### config.mk
export PLATFORM = sky130hd
export DESIGN_NAME = hazard_detect_unit
export DESIGN_NICKNAME = d
export VERILOG_FILES = /design/src/rtl/hazard_detect_unit.sv
export SDC_FILE = /design/constraint.sdc
export NUM_CORES = 1
export LEC_CHECK = 0
export BUFFER_PORTS_ARGS = -buffer_cell sky130_fd_sc_hd__buf_4
export CAP_MARGIN = 20
export CORE_MARGIN = 2
export CORE_UTILIZATION = 51
export DETAILED_ROUTE_END_ITERATION = 10
export HOLD_SLACK_MARGIN = 0.08
export MAX_ROUTING_LAYER = met4
export PLACE_DENSITY = 0.79
export SLEW_MARGIN = 5
export SYNTH_ARGS = -nofsm -noshare
export SYNTH_HDL_FRONTEND = slang
export SYNTH_SLANG_ARGS = --single-unit
### constraint.sdc
create_clock -name clk -period 2.5 [get_ports clk]
set_input_delay 0.375 -clock clk [delete_from_list [all_inputs] [get_ports clk]]
set_output_delay 0.375 -clock clk [all_outputs]
set_load 0.02 [all_outputs]
### src/rtl/hazard_detect_unit.sv
// Pipeline hazard detection: load-use interlock, HI/LO interlock while the
// multiply/divide unit is occupied, and a saturating stall-cycle counter.
module hazard_detect_unit #(
  parameter int MUL_CYCLES = 4,
  parameter int DIV_CYCLES = 32
) (
  input  logic        clk,
  input  logic        rst_n,
  input  logic [4:0]  IDRs,
  input  logic [4:0]  IDRt,
  input  logic        IDUsesRs,
  input  logic        IDUsesRt,
  input  logic        IDReadsHiLo,
  input  logic        IDIsMulDiv,
  input  logic        EXMemRead,
  input  logic [4:0]  EXRt,
  input  logic        EXStartMul,
  input  logic        EXStartDiv,
  input  logic        BranchHappen,
  input  logic        StallCountClr,
  output logic        HazardHappen,
  output logic        LoadUseHazard,
  output logic        HiLoHazard,
  output logic        MulDivBusy,
  output logic [15:0] StallCount
);

  typedef enum logic [1:0] {IDLE, MUL_BUSY, DIV_BUSY} state_t;

  state_t     state, nextState;
  logic [7:0] cnt, nextCnt;

  always_ff @(posedge clk) begin
    if (!rst_n) begin
      state <= IDLE;
      cnt   <= 8'd0;
    end else begin
      state <= nextState;
      cnt   <= nextCnt;
    end
  end

  // Starts are only honoured from IDLE; divide wins a simultaneous start.
  always_comb begin
    nextState = state;
    nextCnt   = cnt;
    case (state)
      IDLE: begin
        if (EXStartDiv) begin
          nextState = DIV_BUSY;
          nextCnt   = 8'(DIV_CYCLES - 1);
        end else if (EXStartMul) begin
          nextState = MUL_BUSY;
          nextCnt   = 8'(MUL_CYCLES - 1);
        end
      end
      MUL_BUSY, DIV_BUSY: begin
        if (cnt == 8'd0) nextState = IDLE;
        else             nextCnt   = cnt - 8'd1;
      end
      default: nextState = IDLE;
    endcase
  end

  assign MulDivBusy    = (state != IDLE);
  assign LoadUseHazard = EXMemRead && (EXRt != 5'd0) &&
                         ((IDUsesRs && (IDRs == EXRt)) || (IDUsesRt && (IDRt == EXRt)));
  assign HiLoHazard    = MulDivBusy && (IDReadsHiLo || IDIsMulDiv);
  assign HazardHappen  = LoadUseHazard || HiLoHazard;

  // Flushed cycles are not counted as stalls; counter saturates.
  always_ff @(posedge clk) begin
    if (!rst_n)
      StallCount <= 16'd0;
    else if (StallCountClr)
      StallCount <= 16'd0;
    else if (HazardHappen && !BranchHappen && (StallCount != 16'hFFFF))
      StallCount <= StallCount + 16'd1;
  end

endmodule

# After elaboration in Yosys (flattened, before gate mapping)
# Cells that the tools add are included.
totals:
  reg_bits: 26
  wordCells: 42
  input_bits: 26
op_classes:
  addsub: 2
  reduce_logical: 20
  mux: 8
  n_eq_ne: 8
  n_bitwise: 1
op_table:
  columns: ["op", "n"]
  rows:
  - ["two-way mux 8 bit", 3]
  - ["adder 16 x 1 -> 16 bit (second input constant)", 1]
  - ["!= test 16 bit (second input constant)", 1]
  - ["one-hot mux 8 bit (2 select lines)", 1]
  - ["== test 5 bit", 2]
  - ["zero test 8 bit", 1]
  - ["subtractor 8 x 1 -> 8 bit (second input constant)", 1]
  - ["logical AND 1 bit", 7]
  - ["two-way mux 2 bit", 3]
  - ["nonzero test 5 bit", 1]
  - ["!= test 2 bit (second input constant)", 2]
  - ["one-hot mux 2 bit (2 select lines)", 1]
  - ["nonzero test 2 bit", 2]
  - ["OR reduction 2 bit", 2]
  - ["logical OR 1 bit", 3]
  - ["!= test 3 bit (second input constant)", 1]
  - ["AND reduction 3 bit", 1]
  - ["== test 2 x 1 -> 1 bit (second input constant)", 1]
  - ["== test 2 bit (second input constant)", 1]
  - ["zero test 2 bit", 1]
  - ["AND reduction 2 bit", 1]
  - ["zero test 1 bit", 1]
  - ["NOT 1 bit", 1]

# Logic depth before layout (Yosys ltp)
# Gate-level depths: netlist of the first run.
depth:
  depth_word: 7
  mapped_depth: 9

# Worst setup path after synthesis of the first run
# No wires, ideal clock.
synth_timing:
  path_type: "register -> register"
  from: "reg StallCount[0]"
  to: "reg StallCount[15]"
  stages_incl_launch_ff: 8
  slack_ns: 0.406
  arrival_ns: 2.024
  setup_time_ns: 0.070
  cell_sequence: "dfxtp_1 ha_1 nand2_1 nor4_4 a211o_1 or4b_1 or3_1 a21oi_1"
synth_between:
  elab_chain_len: 2
  elab_cells_between_ends: 3
synth_rtl:
  columns: ["element", "line", "rtl"]
  rows:
  - ["start, declared", "25", "output logic [15:0] StallCount"]
  - ["start signal, assigned", "78", "StallCount <= StallCount + 16'd1;"]
  - ["parallel branches: the longest is 2 deep, another holds adder 16 x 1 -> 16 bit", null, null]
# Several ways; the timed one is not identified.
# A chain may end at the register's enable or synchronous reset.

# Worst setup path in the final report of the first run
layout_timing:
  from: "in EXRt[1]"
  to: "out HazardHappen"
layout_between:
  elab_chain_len: 5
  elab_cells_between_ends: 9
layout_rtl:
  columns: ["element", "line", "rtl"]
  rows:
  - ["start, declared", "16", "input logic [4:0] EXRt,"]
  - ["== test 5 bit", "67", "((IDUsesRs && (IDRs == EXRt)) || (IDUsesRt && (IDRt == EXRt)));"]
  - ["logical AND 1 bit", "67", null]
  - ["logical OR 1 bit", "67", null]
  - ["logical AND 1 bit *", "66", "assign LoadUseHazard = EXMemRead && (EXRt != 5'd0) &&"]
  - ["logical OR 1 bit *", "69", "assign HazardHappen = LoadUseHazard || HiLoHazard;"]
  - ["end, declared", "21", "output logic HazardHappen,"]
# Mark *: on every way between the ends. The rest lies on a longest branch, timed or not.

==> qor.txt, run 1 <==
Core Util, Final - 0.6710
Max VDD drop - 0.6621 mV
TritonRoute pass-1 iters - 4
Routability cong. - 0.8132
Core Region - 2978 sq um
Share of layout cells above drive strength 1 - 0.2562
CTS tree - yes
Reg clk slew, reported paths - 140 ps
Antenna violations before repair - 0
Mean post-synth cell area - 7.941 sq um
Post-synthesis cell area - 1556 sq um
Io pins - 46
Hold buffer count at cts - 0
CTS root buf - clkbuf_4
Post-synthesis register bit count - 26
Final worst slack - 318.8 ps
Fmax - 458.5 MHz
WL/cell - 12.69 um
Synth area leaders - dfxtp_1 33%, a21oi_1 6.4%, xnor2_1 5.6%
Die Width - 59.25 um
Die ar. - 3510 sq um
Crit path DAT - 1810 ps
Finished Layout Cells - 275
Vias in the first global route - 1347
Antenna diode count - 0
First-pass GRT wire length - 5885 um
Routed vias/inst - 5.611
Rel. slew slack - 0.6006
Die Span Y - 59.25 um
Crit Path Category - primary input to output pin
Crit share post-route - 0.8725
Number of flops mapped to enable cells by yosys - 0
Yosys top cell by area - dfxtp_1
CTS Sinks - 26
CTS buffer count - 3
Clk buf depth - 2
Routed vias - 1543
Placed cell count - 271
Std cell rows - 20
Share of the synthesized area in the top cell type - 0.3344
CTS H-tree lvls - 1
Largest net degree at the start of global routing - 23
Residual DRC count - 0
Placed Area - 1946 sq um
Final HPWL DP - 2674 um
I/O Buffers - 45
Setup violators final - 0
Setup crit end kind - output pin
Critical Path Source Type - primary input
Static leakage - 0.7812 nW
Hold slack - 292.0 ps
Number of fillers in the final layout - 271
Finished layout cell area - 1998 sq um
Post-CTS Setup Repair Bufs - 0
Power, Total - 1.695 mW
CP Max Fanout - 22
Syn nets - 225
Worst Path Required - 2120 ps
Synth top cells by count - 26 x dfxtp_1, 20 x a21oi_1, 16 x nand2_1
CTS resizes - 0
Remaining global-route overflow - 0
Top_reg_cell synth - dfxtp_1
Fin Setup TNS - 0 ps
Async SR Flop Fraction - 0
Register area share after synthesis - 0.3344
Final nets - 272
Hold crit path type - primary input to register
Worst-case clock skew - 1.743 ps
Final ANT Viol Nets - 0
RSZ-0062 raised after global routing - no
PwrDens - 848.2 nW/um^2
Cells after Synth - 196
Max Cap Viol - 0
Drt total wl - 3490 um
Setup slack at placement - 305.3 ps
Final Max Slew Viols - 0
Area growth syn-to-layout - 28.38%
Initial core utilization - 0.5227
Drt initial violations - 70
Synth cell types - 41
GR Util All Layers - 0.2193
Hold violation count in the final report - 0
Fin crit period - 2181 ps
Count leader, synth - dfxtp_1
Yosys warnings - 0
Clock Latency Late Sink - 320 ps
Status - finished clean
Slew @ Worst Pin - 599.1 ps
[routing by layer]
layer / track usage / wire, um / up-vias
li1: - / - / 816
met1: 0.2779 / 1645 / 701
met2: 0.3579 / 1711 / 22
met3: 0.02838 / 90 / 4
met4: 0.07468 / 43 / 0
met5: - / 0 / -
[registers in the layout, summed over array words and instances, names as in the netlist]
name and cells:
state 2, StallCount 16, cnt 8
[where the power goes]
group	internal (mW)	total, mW	switching [mW]
Sequential	0.487	0.546	0.0586
Combinational	0.379	0.859	0.480
Clock	0.162	0.291	0.128
[layout make-up]
| class | count | area (sq um) | area share |
|---|---|---|---|
| Sequential cell | 26 | 520.5 | 0.2605 |
| Multi-Input combinational cell | 151 | 965.9 | 0.4834 |
| Inverter | 10 | 37.54 | 0.01879 |
| Clock inverter | 1 | 30.03 | 0.01503 |
| Tap cell | 33 | 41.29 | 0.02066 |
| Timing Repair Buffer | 51 | 380.4 | 0.1904 |
| Clock buffer | 3 | 22.52 | 0.01127 |
[placed cells by master (no fill, tap or decap), drive strengths merged, types with 2 or more instances in the layout]
cell type / synthesis / routed
buf: 2 / 51
dfxtp: 26 / 26
a21oi: 20 / 20
nand2: 16 / 16
o21ai: 14 / 14
inv: 10 / 10
xnor2: 10 / 10
nand3: 10 / 10
or4: 10 / 10
nor2: 9 / 9
or3: 9 / 9
o31ai: 9 / 9
nor2b: 5 / 5
nand2b: 4 / 4
nand4: 3 / 3
xor2: 3 / 3
ha: 3 / 3
clkbuf: 7 / 3
nor4: 3 / 3
a21boi: 2 / 2
nor3: 2 / 2
a211o: 2 / 2
a21o: 2 / 2
[path summary, 6_finish.rpt]
check	from	endpoint	slack, ps	depth (start not counted)
setup reg to reg	StallCount[0]	StallCount[15]	330	7
hold reg to reg	state[0]	state[0]	500	2
hold / removal	EXStartMul	state[0]	290	3
setup / recovery	EXRt[1]	HazardHappen	320	8
[cell families (layout without fill, tap and decap cells)]
group	after synthesis	count (layout)	share of synthesized area
AOI/OAI and AO/OA	55	55	0.2170
xor gates and xnor gates	13	13	0.07315
and+or+nand+nor	79	79	0.2974
buffers and inverters	19	65	0.04743
muxes	1	1	0.006431
adders and majority gates	3	3	0.02412
DFF	26	26	0.3344
[critical path, stage by stage]
cell and delay [ps]:
buf_4 120, or4_1 530, o21ai_1 130, inv_1 70, a21oi_2 100, buf_4 230
inv_1 80, buf_4 160
(Power assumes the default switching activity.)
==> run 2: changes to the inputs <==
Settings changed: CORE_ASPECT_RATIO from default to 0.5, PLACE_DENSITY 0.79 to default, PLACE_DENSITY_LB_ADDON from default to 0.12.
==> run 2 against run 1 <==
  * Clock-buffer cell count up 1
  * Sequential share of layout area is 0.13 points lower
  * Worst hold slack gained 67 ps
  * Cell area is 0.50% higher
  * Total power down 2.1%
  * Global-route usage increased by 0.79 points
  * Maximum frequency grew 1.2%
  * Critical path depth fell by 2
  * Highest routed layer unchanged
==> qor.txt, run 2 (synthesis gave the netlist of run 1 again) <==
Critical Path Source Type - register
Final Max Slew Viols - 0
Final HPWL DP - 2678 um
Std cell rows - 14
CP Max Fanout - 7
I/O Buffers - 45
Share of layout cells above drive strength 1 - 0.2521
Most frequent cells in the layout - 51 x buf_4, 26 x dfxtp_1, 20 x a21oi_1
Max VDD drop - 0.8084 mV
Setup crit end kind - register
Met1 Track Usage GR - 0.2805
Fin Setup TNS - 0 ps
Vias in the first global route - 1348
Worst path max stage delay - 480 ps
Static leakage - 0.7821 nW
Startpoint of the worst hold path - EXStartMul
Largest net degree at the start of global routing - 18
Routed vias - 1545
Fmax - 464.2 MHz
Io pins - 46
Reg clk slew, reported paths - 90 ps
Placed Area - 1953 sq um
Post-CTS Setup Repair Bufs - 0
Worst-path cell chain - and4_1, nand3_1, a211o_1, or4b_1, or3_1, a21oi_1
CTS root buf - clkbuf_8
GRT met2 Usage - 0.3772
Setup slack at placement - 343.7 ps
Highest-delay cell along the critical path - or4b_1
CTS buffer count - 3
Crit share post-route - 0.8618
Power, Total - 1.659 mW
Delay-heaviest family, CP - simple AND/OR/NAND/NOR gates
Setup violators final - 0
Largest register by flop count - StallCount
Die Span Y - 43.07 um
GR Util All Layers - 0.2272
FF-to-FF Start - StallCount[3]
Fin crit period - 2154 ps
Max reg flops - 16
CTS H-tree lvls - 1
Crit. Startpoint - StallCount[3]
Clk buf depth - 2
RSZ-0062 raised after global routing - no
Finished layout cell area - 2008 sq um
Slew @ Worst Pin - 574.1 ps
Hold crit path type - primary input to register
Drt initial violations - 53
Clock Latency Late Sink - 270 ps
Hold violation count in the final report - 0
Die Width - 82.13 um
Area growth syn-to-layout - 29.02%
Largest registers - StallCount (16), cnt (8), state (2)
Initial core utilization - 0.5258
Final ANT Viol Nets - 0
Crit path DAT - 2360 ps
Worst-case clock skew - 7.639 ps
Drt total wl - 3506 um
CTS tree - yes
Remaining global-route overflow - 0
Hold buffer count at cts - 0
Worst Path Required - 2700 ps
Global route hottest layer - met2
Rel. slew slack - 0.6173
Final worst slack - 345.6 ps
CTS Sinks - 26
Number of fillers in the final layout - 267
First-pass GRT wire length - 6058 um
Crit Path Category - register to register
WP buf/inv - 0
CTS resizes - 0
Final nets - 272
WL/cell - 12.43 um
Antenna violations before repair - 0
Met3 Usage GRT - 0.05745
Residual DRC count - 0
Core Region - 2960 sq um
TritonRoute pass-1 iters - 4
Hold slack - 358.9 ps
Routability cong. - 0.7866
Status - finished clean
Max Cap Viol - 0
PwrDens - 826.4 nW/um^2
Die ar. - 3537 sq um
Antenna diode count - 0
Commonest non-fill, non-tap cell in the layout - buf_4
Routed vias/inst - 5.479
[run 2: cell count changes in the layout (fill, tap and decap cells not counted)]
cell / before / now
a21oi_2: 1 / 0
buf_2: 1 / 0
buf_4: 50 / 51
clkbuf_8: 0 / 4
a21oi_1: 19 / 20
bufinv_16: 1 / 0
clkbuf_4: 3 / 0
[run 2: worst paths after layout]
| check | endpoint | slack (ps) | cells past startpoint |
|---|---|---|---|
| hold reg to reg | state[0] | 480 | 2 |
| hold / removal | state[0] | 360 | 3 |
| setup reg to reg | StallCount[15] | 350 | 6 |
| setup / recovery | StallCount[15] | 350 | 6 |
[run 2: worst register-to-register path: cells and delay by family, from the launching register on]
family,cells,cell delay [ps]
AOI/OAI and AO/OA,2,480
DFF,1,460
and+or+nand+nor,4,1150
[run 2: report_power, final]
part	internal, mW	total [mW]	leakage (nW)	switching (mW)
registers	0.487	0.552	0.211	0.0646
clock network	0.141	0.274	0.0288	0.133
logic	0.376	0.834	0.542	0.458
[run 2: layout make-up]
type                            count  area (sq um)  share of cell area
Inverter                           10         37.54             0.01869
Timing Repair Buffer               51         382.9              0.1907
Sequential cell                    26         520.5              0.2592
Multi-Input combinational cell    151         962.2              0.4791
Clock buffer                        4         55.05             0.02741
Tap cell                           40         50.05             0.02492
[run 2: metrics by stage]
| step | utilization | instances |
|---|---|---|
| floorplan | - | 196 |
| global route | 0.6784 | 282 |
| detailed placement | 0.6598 | 278 |
| global placement | 0.6598 | 278 |
| CTS | 0.6784 | 282 |
| finish | 0.6784 | 282 |
[run 2: per-layer routing]
metal | part of all wire | wire length [um]
met1 | 0.47 | 1662
met2 | 0.49 | 1724
met3 | 0.029 | 103
met4 | 0.0046 | 16
met5 | 0 | 0
